<file path="src/rtl/pipe_stage_elastic.sv">
// -----------------------------------------------------------------------------
// pipe_stage_elastic
//
// Elastic pipeline-stage register placed between the EXE/MEM/WB stages. It
// carries a control bundle and a data bundle under a valid/ready handshake.
// It has a synchronous flush, an optional skid entry, and a saturating stall
// counter for performance monitoring. A bubble never shows asserted control
// bits downstream.
//
// Parameters
//   DATA_W : payload width (result + store data + wregnum + PC+4)
//   CTRL_W : control width (RegWrite + mem_w + wea + WDSel)
//   SKID   : 1 = two entries, in_ready driven from state only
//            0 = one entry, in_ready passes out_ready through combinationally
//   CNT_W  : stall counter width
//
// Ports
//   clk, rst_n         : clock and asynchronous active-low reset
//   flush              : synchronous kill of all held entries
//   in_valid/in_ready  : upstream handshake
//   in_ctrl/in_data    : upstream control and payload
//   out_valid/out_ready: downstream handshake
//   out_ctrl/out_data  : head control (zero when out_valid=0) and head payload
//   occupancy          : number of held entries (0..2)
//   stall_cnt          : saturating count of cycles with out_valid & !out_ready
// -----------------------------------------------------------------------------
module pipe_stage_elastic #(
    parameter int DATA_W = 101,
    parameter int CTRL_W = 8,
    parameter int SKID   = 1,
    parameter int CNT_W  = 16
) (
    input  logic              clk,
    input  logic              rst_n,
    input  logic              flush,
    input  logic              in_valid,
    output logic              in_ready,
    input  logic [CTRL_W-1:0] in_ctrl,
    input  logic [DATA_W-1:0] in_data,
    output logic              out_valid,
    input  logic              out_ready,
    output logic [CTRL_W-1:0] out_ctrl,
    output logic [DATA_W-1:0] out_data,
    output logic [1:0]        occupancy,
    output logic [CNT_W-1:0]  stall_cnt
);

    // Each encoding equals the number of held entries, so occupancy is the
    // state register itself.
    typedef enum logic [1:0] {
        EMPTY = 2'd0,
        ONE   = 2'd1,
        FULL  = 2'd2
    } state_e;

    state_e             state_q, state_d;
    logic [CTRL_W-1:0]  main_ctrl_q, main_ctrl_d;
    logic [DATA_W-1:0]  main_data_q, main_data_d;
    logic [CTRL_W-1:0]  skid_ctrl_q, skid_ctrl_d;
    logic [DATA_W-1:0]  skid_data_q, skid_data_d;
    logic [CNT_W-1:0]   stall_cnt_q, stall_cnt_d;

    logic push;
    logic pop;

    assign out_valid = (state_q != EMPTY);

    generate
        if (SKID != 0) begin : g_skid
            // Ready depends on state only, so out_ready has no combinational
            // path to in_ready.
            assign in_ready = (state_q != FULL);
        end else begin : g_pass
            assign in_ready = !out_valid || out_ready;
        end
    endgenerate

    assign push = in_valid && in_ready;
    assign pop  = out_valid && out_ready;

    // NOTE: every variable gets a default at the top of always_comb. A path
    // that leaves a variable unassigned would infer a latch.
    always_comb begin
        state_d     = state_q;
        main_ctrl_d = main_ctrl_q;
        main_data_d = main_data_q;
        skid_ctrl_d = skid_ctrl_q;
        skid_data_d = skid_data_q;
        stall_cnt_d = stall_cnt_q;

        // The counter keeps running through a flush. Only rst_n clears it.
        if (out_valid && !out_ready && (stall_cnt_q != {CNT_W{1'b1}})) begin
            stall_cnt_d = stall_cnt_q + CNT_W'(1);
        end

        if (flush) begin
            // A pop in this cycle has already been taken downstream. A push
            // in this cycle is dropped.
            state_d     = EMPTY;
            main_ctrl_d = '0;
            main_data_d = '0;
            skid_ctrl_d = '0;
            skid_data_d = '0;
        end else begin
            unique case (state_q)
                EMPTY: begin
                    if (push) begin
                        state_d     = ONE;
                        main_ctrl_d = in_ctrl;
                        main_data_d = in_data;
                    end
                end
                ONE: begin
                    if (push && pop) begin
                        main_ctrl_d = in_ctrl;
                        main_data_d = in_data;
                    end else if (push && (SKID != 0)) begin
                        // The head is stalled, so park the new entry behind it.
                        state_d     = FULL;
                        skid_ctrl_d = in_ctrl;
                        skid_data_d = in_data;
                    end else if (pop) begin
                        state_d = EMPTY;
                    end
                end
                FULL: begin
                    if (pop) begin
                        state_d     = ONE;
                        main_ctrl_d = skid_ctrl_q;
                        main_data_d = skid_data_q;
                        skid_ctrl_d = '0;
                        skid_data_d = '0;
                    end
                end
                default: state_d = EMPTY;
            endcase
        end
    end

    // NOTE: the entry registers are few and wide, not a RAM, so they take
    // the async reset. Outputs then read zero straight out of reset.
    always_ff @(posedge clk or negedge rst_n) begin
        if (!rst_n) begin
            state_q     <= EMPTY;
            main_ctrl_q <= '0;
            main_data_q <= '0;
            skid_ctrl_q <= '0;
            skid_data_q <= '0;
            stall_cnt_q <= '0;
        end else begin
            // NOTE: sequential state uses non-blocking assignments, so every
            // register samples its pre-edge value.
            state_q     <= state_d;
            main_ctrl_q <= main_ctrl_d;
            main_data_q <= main_data_d;
            skid_ctrl_q <= skid_ctrl_d;
            skid_data_q <= skid_data_d;
            stall_cnt_q <= stall_cnt_d;
        end
    end

    // Gate control with valid so that a bubble never carries RegWrite/mem_w.
    assign out_ctrl  = out_valid ? main_ctrl_q : '0;
    assign out_data  = main_data_q;
    assign occupancy = state_q;
    assign stall_cnt = stall_cnt_q;

endmodule

</file>
<file path="config.mk">
export PLATFORM = sky130hd
export DESIGN_NAME = pipe_stage_elastic
export DESIGN_NICKNAME = d
export VERILOG_FILES = /design/src/rtl/pipe_stage_elastic.sv
export SDC_FILE = /design/constraint.sdc
export NUM_CORES = 1
export LEC_CHECK = 0
export CAP_MARGIN = 20
export CORE_ASPECT_RATIO = 1.2
export CORE_MARGIN = 2
export CORE_UTILIZATION = 50
export CTS_BUF_LIST = sky130_fd_sc_hd__clkbuf_16
export CTS_CLUSTER_SIZE = 14
export DETAILED_ROUTE_END_ITERATION = 7
export GPL_TIMING_DRIVEN = 0
export PLACE_DENSITY = 0.86
export SYNTH_ARGS = -nofsm -noshare
export SYNTH_HDL_FRONTEND = slang
export SYNTH_SLANG_ARGS = --single-unit
</file>
<file path="constraint.sdc">
create_clock -name clk -period 3.01 [get_ports clk]
set_clock_uncertainty 0.15 [all_clocks]
set_input_delay 0.301 -clock clk [delete_from_list [all_inputs] [get_ports clk]]
set_output_delay 0.301 -clock clk [all_outputs]
set_load 0.01 [all_outputs]
</file>
==> results.md <==
- Fmax: around 350 MHz
- Layer with the highest usage: met2
- First-pass GRT wire length: 47,000 um
- Setup TNS: 0 ns
- Final hold vios: 0
- Area growth from synthesis to layout: 31.8%
- Floorplan die area: about 0.023 mm^2
- Register bit total from synthesis: 236
- Unrepaired setup endpoints after global routing: no
- Final Max Tran Viols: 0
- Combined global-route utilization of all metal layers: 0.247
- Type of element capturing the critical path: primary output
- Largest vdd supply drop: 0.000507 V
- Slew at the pin with the worst max-slew slack: 0.899 ns
- Post-synthesis area per instance: about 10 um^2
- GRT Residual Overflow: 0
- Core area: 0.0218 mm^2
- Combined area of all synthesized cells: between 0.01 and 0.015 mm^2
- Later-pin clock latency in the skew report: 0.51 ns
- Critical path fanouts, max: 10
- Average routed wire per standard cell: roughly 18 um
- Via count of the first global-routing pass: 8,992
- Violations in the final reports: DRC
- Count of vias placed by the detailed router: 8,712
- DRT Wirelength: between 20,000 and 30,000 um
- Total clock buffers created by CTS: 24
- Launching element type of the critical path: flip-flop
- Final critical-path setup slack: around 0.11 ns
- Worst path required time: 2.56 ns
- # Max-Cap Violations: 0
- Outcome: finished, violations left
- Pleak: 6.43 nW
- Maximum clock path buffer count: 3
- Pre-CTS setup slack: 0.103 ns
- Max transition margin: 0.401
- TritonCTS clock tree: yes
- Count of buffers inserted at the top-level ports: 241
- Clock Pin Slew Worst Setup and Hold Paths: 0.06 ns
- DP Wirelength: 20,300 um
- Number of antenna violations at the first check in global routing: 2
- Filler cell count: 1,621
- Power per Cell Area: 646 mW/mm^2
- Proportion of synthesized flip-flops having asynchronous set or reset: 1.00
- First-pass detailed-route iteration total: 8
- Std-Cell Rows: 59
- Number of nets in the finished design: 1,452
- WP data arrival: approximately 2.4 ns
- Count of final setup violators: 0
- Met2 Usage GRT: 0.433
- Routed Antenna Nets: 0
- Global-route met3 utilization: 0.0455
- Die outline width: 140 um
- Final hold slack: around 0.22 ns
- Met1 GRT Util: 0.318
- Class of the tightest hold or removal check: in2reg
- Syn Inst Count: roughly 1.1k
- Root buffer selected by CTS: sky130_fd_sc_hd__clkbuf_16
- Height of the chip: 167 um
- Part of the cycle the worst path needs: 0.962
- Number of distinct library cells after synthesis: 42
- Number of top-level design ports: approximately 240
- Number of sinks driven by the clock tree: 236
- Post-layout total power: 9.46 mW
- Layout cells sized above 1: 0.143
- Fraction of the yosys area taken by sequential cells: 0.531
- H-tree lvl count: 1
- Via density per instance: between 5 and 6
- Initial core utilization: 0.510
- Number of flops mapped to enable cells by yosys: 0
- Time the worst path needs with I/O delays and setup: roughly 2.9 ns
- Initial DRC count: 498
- Post-synth net total: 1,182
- Class of the most critical setup path: reg2out
- Detailed-route DRC error count: 15
- Pin count of the biggest net entering global routing: between 100 and 150
- Synth Warn #: 0
- Leading register cell type out of synthesis: sky130_fd_sc_hd__dfrtp_1
- Weighted congestion at the end of routability-driven global placement: 0.790
## stage by stage
stage                     cells  instance area [um^2]   util
after floorplan            1063                 11100      -
after global placement     1578                 13900  0.637
after detailed placement   1580                 13900  0.639
after CTS                  1621                 14600  0.673
after global routing       1622                 14700  0.673
final                      1622                 14700  0.673
## synth_stat cells (all sizes together) (2+ instances only)
library cell  instances  share of area
a21oi                 7         0.0032
a31oi                 2         0.0011
and2                  2         0.0011
and3                  2         0.0011
and4bb                2         0.0023
buf                  40          0.024
clkbuf               35          0.012
dfrtp               236           0.53
ha                    5         0.0056
inv                   4         0.0014
mux2                113           0.12
mux2i               109          0.098
nand2               226          0.076
nand2b                4         0.0023
nand3                 6         0.0027
nand3b                2         0.0014
nand4                 4         0.0023
nor2                118          0.040
nor2b                10         0.0059
nor3b                 3         0.0030
o21ai               113          0.052
xnor2                 2         0.0016
xor2                  8         0.0063
## metal layers
layer	vias to the layer above	routed length (um)
li1	4115	-
met4	0	721
met5	-	0
met3	40	1610
met2	225	14800
met1	4332	12100
## placed cells by master, fill, tap and decap left out, types with 3 or more instances in the layout
cell                              count
sky130_fd_sc_hd__a21oi_1              7
sky130_fd_sc_hd__buf_2               23
sky130_fd_sc_hd__inv_1               13
sky130_fd_sc_hd__o21ai_1              3
sky130_fd_sc_hd__dfrtp_1            235
sky130_fd_sc_hd__o21ai_0            108
sky130_fd_sc_hd__buf_6                6
sky130_fd_sc_hd__nand3_1              6
sky130_fd_sc_hd__xor2_1               8
sky130_fd_sc_hd__nand2b_1             4
sky130_fd_sc_hd__nor2b_1              9
sky130_fd_sc_hd__ha_1                 5
sky130_fd_sc_hd__buf_4               12
sky130_fd_sc_hd__clkdlybuf4s50_1    240
sky130_fd_sc_hd__mux2_2             103
sky130_fd_sc_hd__nand4_1              4
sky130_fd_sc_hd__mux2_4              10
sky130_fd_sc_hd__clkbuf_16           25
sky130_fd_sc_hd__clkinv_1             3
sky130_fd_sc_hd__nand2_1            226
sky130_fd_sc_hd__clkbuf_1            33
sky130_fd_sc_hd__nor2_1             118
sky130_fd_sc_hd__mux2i_1            109
## registers in the layout, summed over array words and instances, names as in the netlist
| register | cells |
|---|---|
| skid_data_q | 101 |
| occupancy | 2 |
| stall_cnt | 16 |
| skid_ctrl_q | 8 |
| out_data | 101 |
| main_ctrl_q | 8 |
## layout make-up
class	count	area (um^2)	share of cell area
Timing Repair Buffer	244	2470	0.168
Buffer	75	405	0.0277
Sequential cell	236	5910	0.403
Clock buffer	25	626	0.0427
Clock inverter	15	87.6	0.00598
Inverter	4	15.0	0.00102
Antenna cell	1	2.50	0.000171
Multi-Input combinational cell	748	4800	0.328
Tap cell	274	343	0.0234
## where the power goes
group          internal, mW  leakage, nW  switching (mW)
clock                  1.57        0.379            1.19
sequential             3.72         3.07           0.335
combinational          1.42         2.98            1.24
total                  6.70         6.43            2.76
## worst paths after layout
check | slack (ns) | startpoint | endpoint | cells after the start
max | 0.11 | occupancy[1] | out_valid | 5
min | 0.22 | in_data[14] | skid_data_q[14] | 3
max reg2reg | 0.35 | occupancy[1] | skid_data_q[62] | 7
min reg2reg | 0.33 | skid_data_q[54] | skid_data_q[54] | 2
max in group asynchronous | 1.30 | rst_n | out_data[28] | 3
min in group asynchronous | 0.31 | rst_n | out_data[94] | 2
## worst max-delay path: stages (launching register included)
cell,delay (ns)
sky130_fd_sc_hd__dfrtp_1,0.43
sky130_fd_sc_hd__inv_1,0.14
sky130_fd_sc_hd__ha_1,0.32
sky130_fd_sc_hd__clkbuf_1,0.39
sky130_fd_sc_hd__inv_1,0.15
sky130_fd_sc_hd__clkdlybuf4s50_1,0.51
## cell families (layout without fill, tap and decap cells)
group / after synthesis / after routing / share of synthesized area
flops: 236 / 236 / 0.531
buf+inv: 79 / 363 / 0.0373
other cells: 0 / 1 / 0
mux: 222 / 222 / 0.216
simple gates: 382 / 382 / 0.141
compound gates: 129 / 129 / 0.0615
fa+ha+maj: 5 / 5 / 0.00563
xor+xnor: 10 / 10 / 0.00788
## what timing repair did
item / 4_1_cts / 5_1_grt
setup buffers: 0 / 0
pin swaps: 0 / 0
gates resized for setup: 3 / 3
endpoints found under the setup margin: 1 / 21
hold buffers: 1 / 0
endpoints found under the hold margin: 117 / 0
Note: power is estimated with default switching activity, not from simulation.
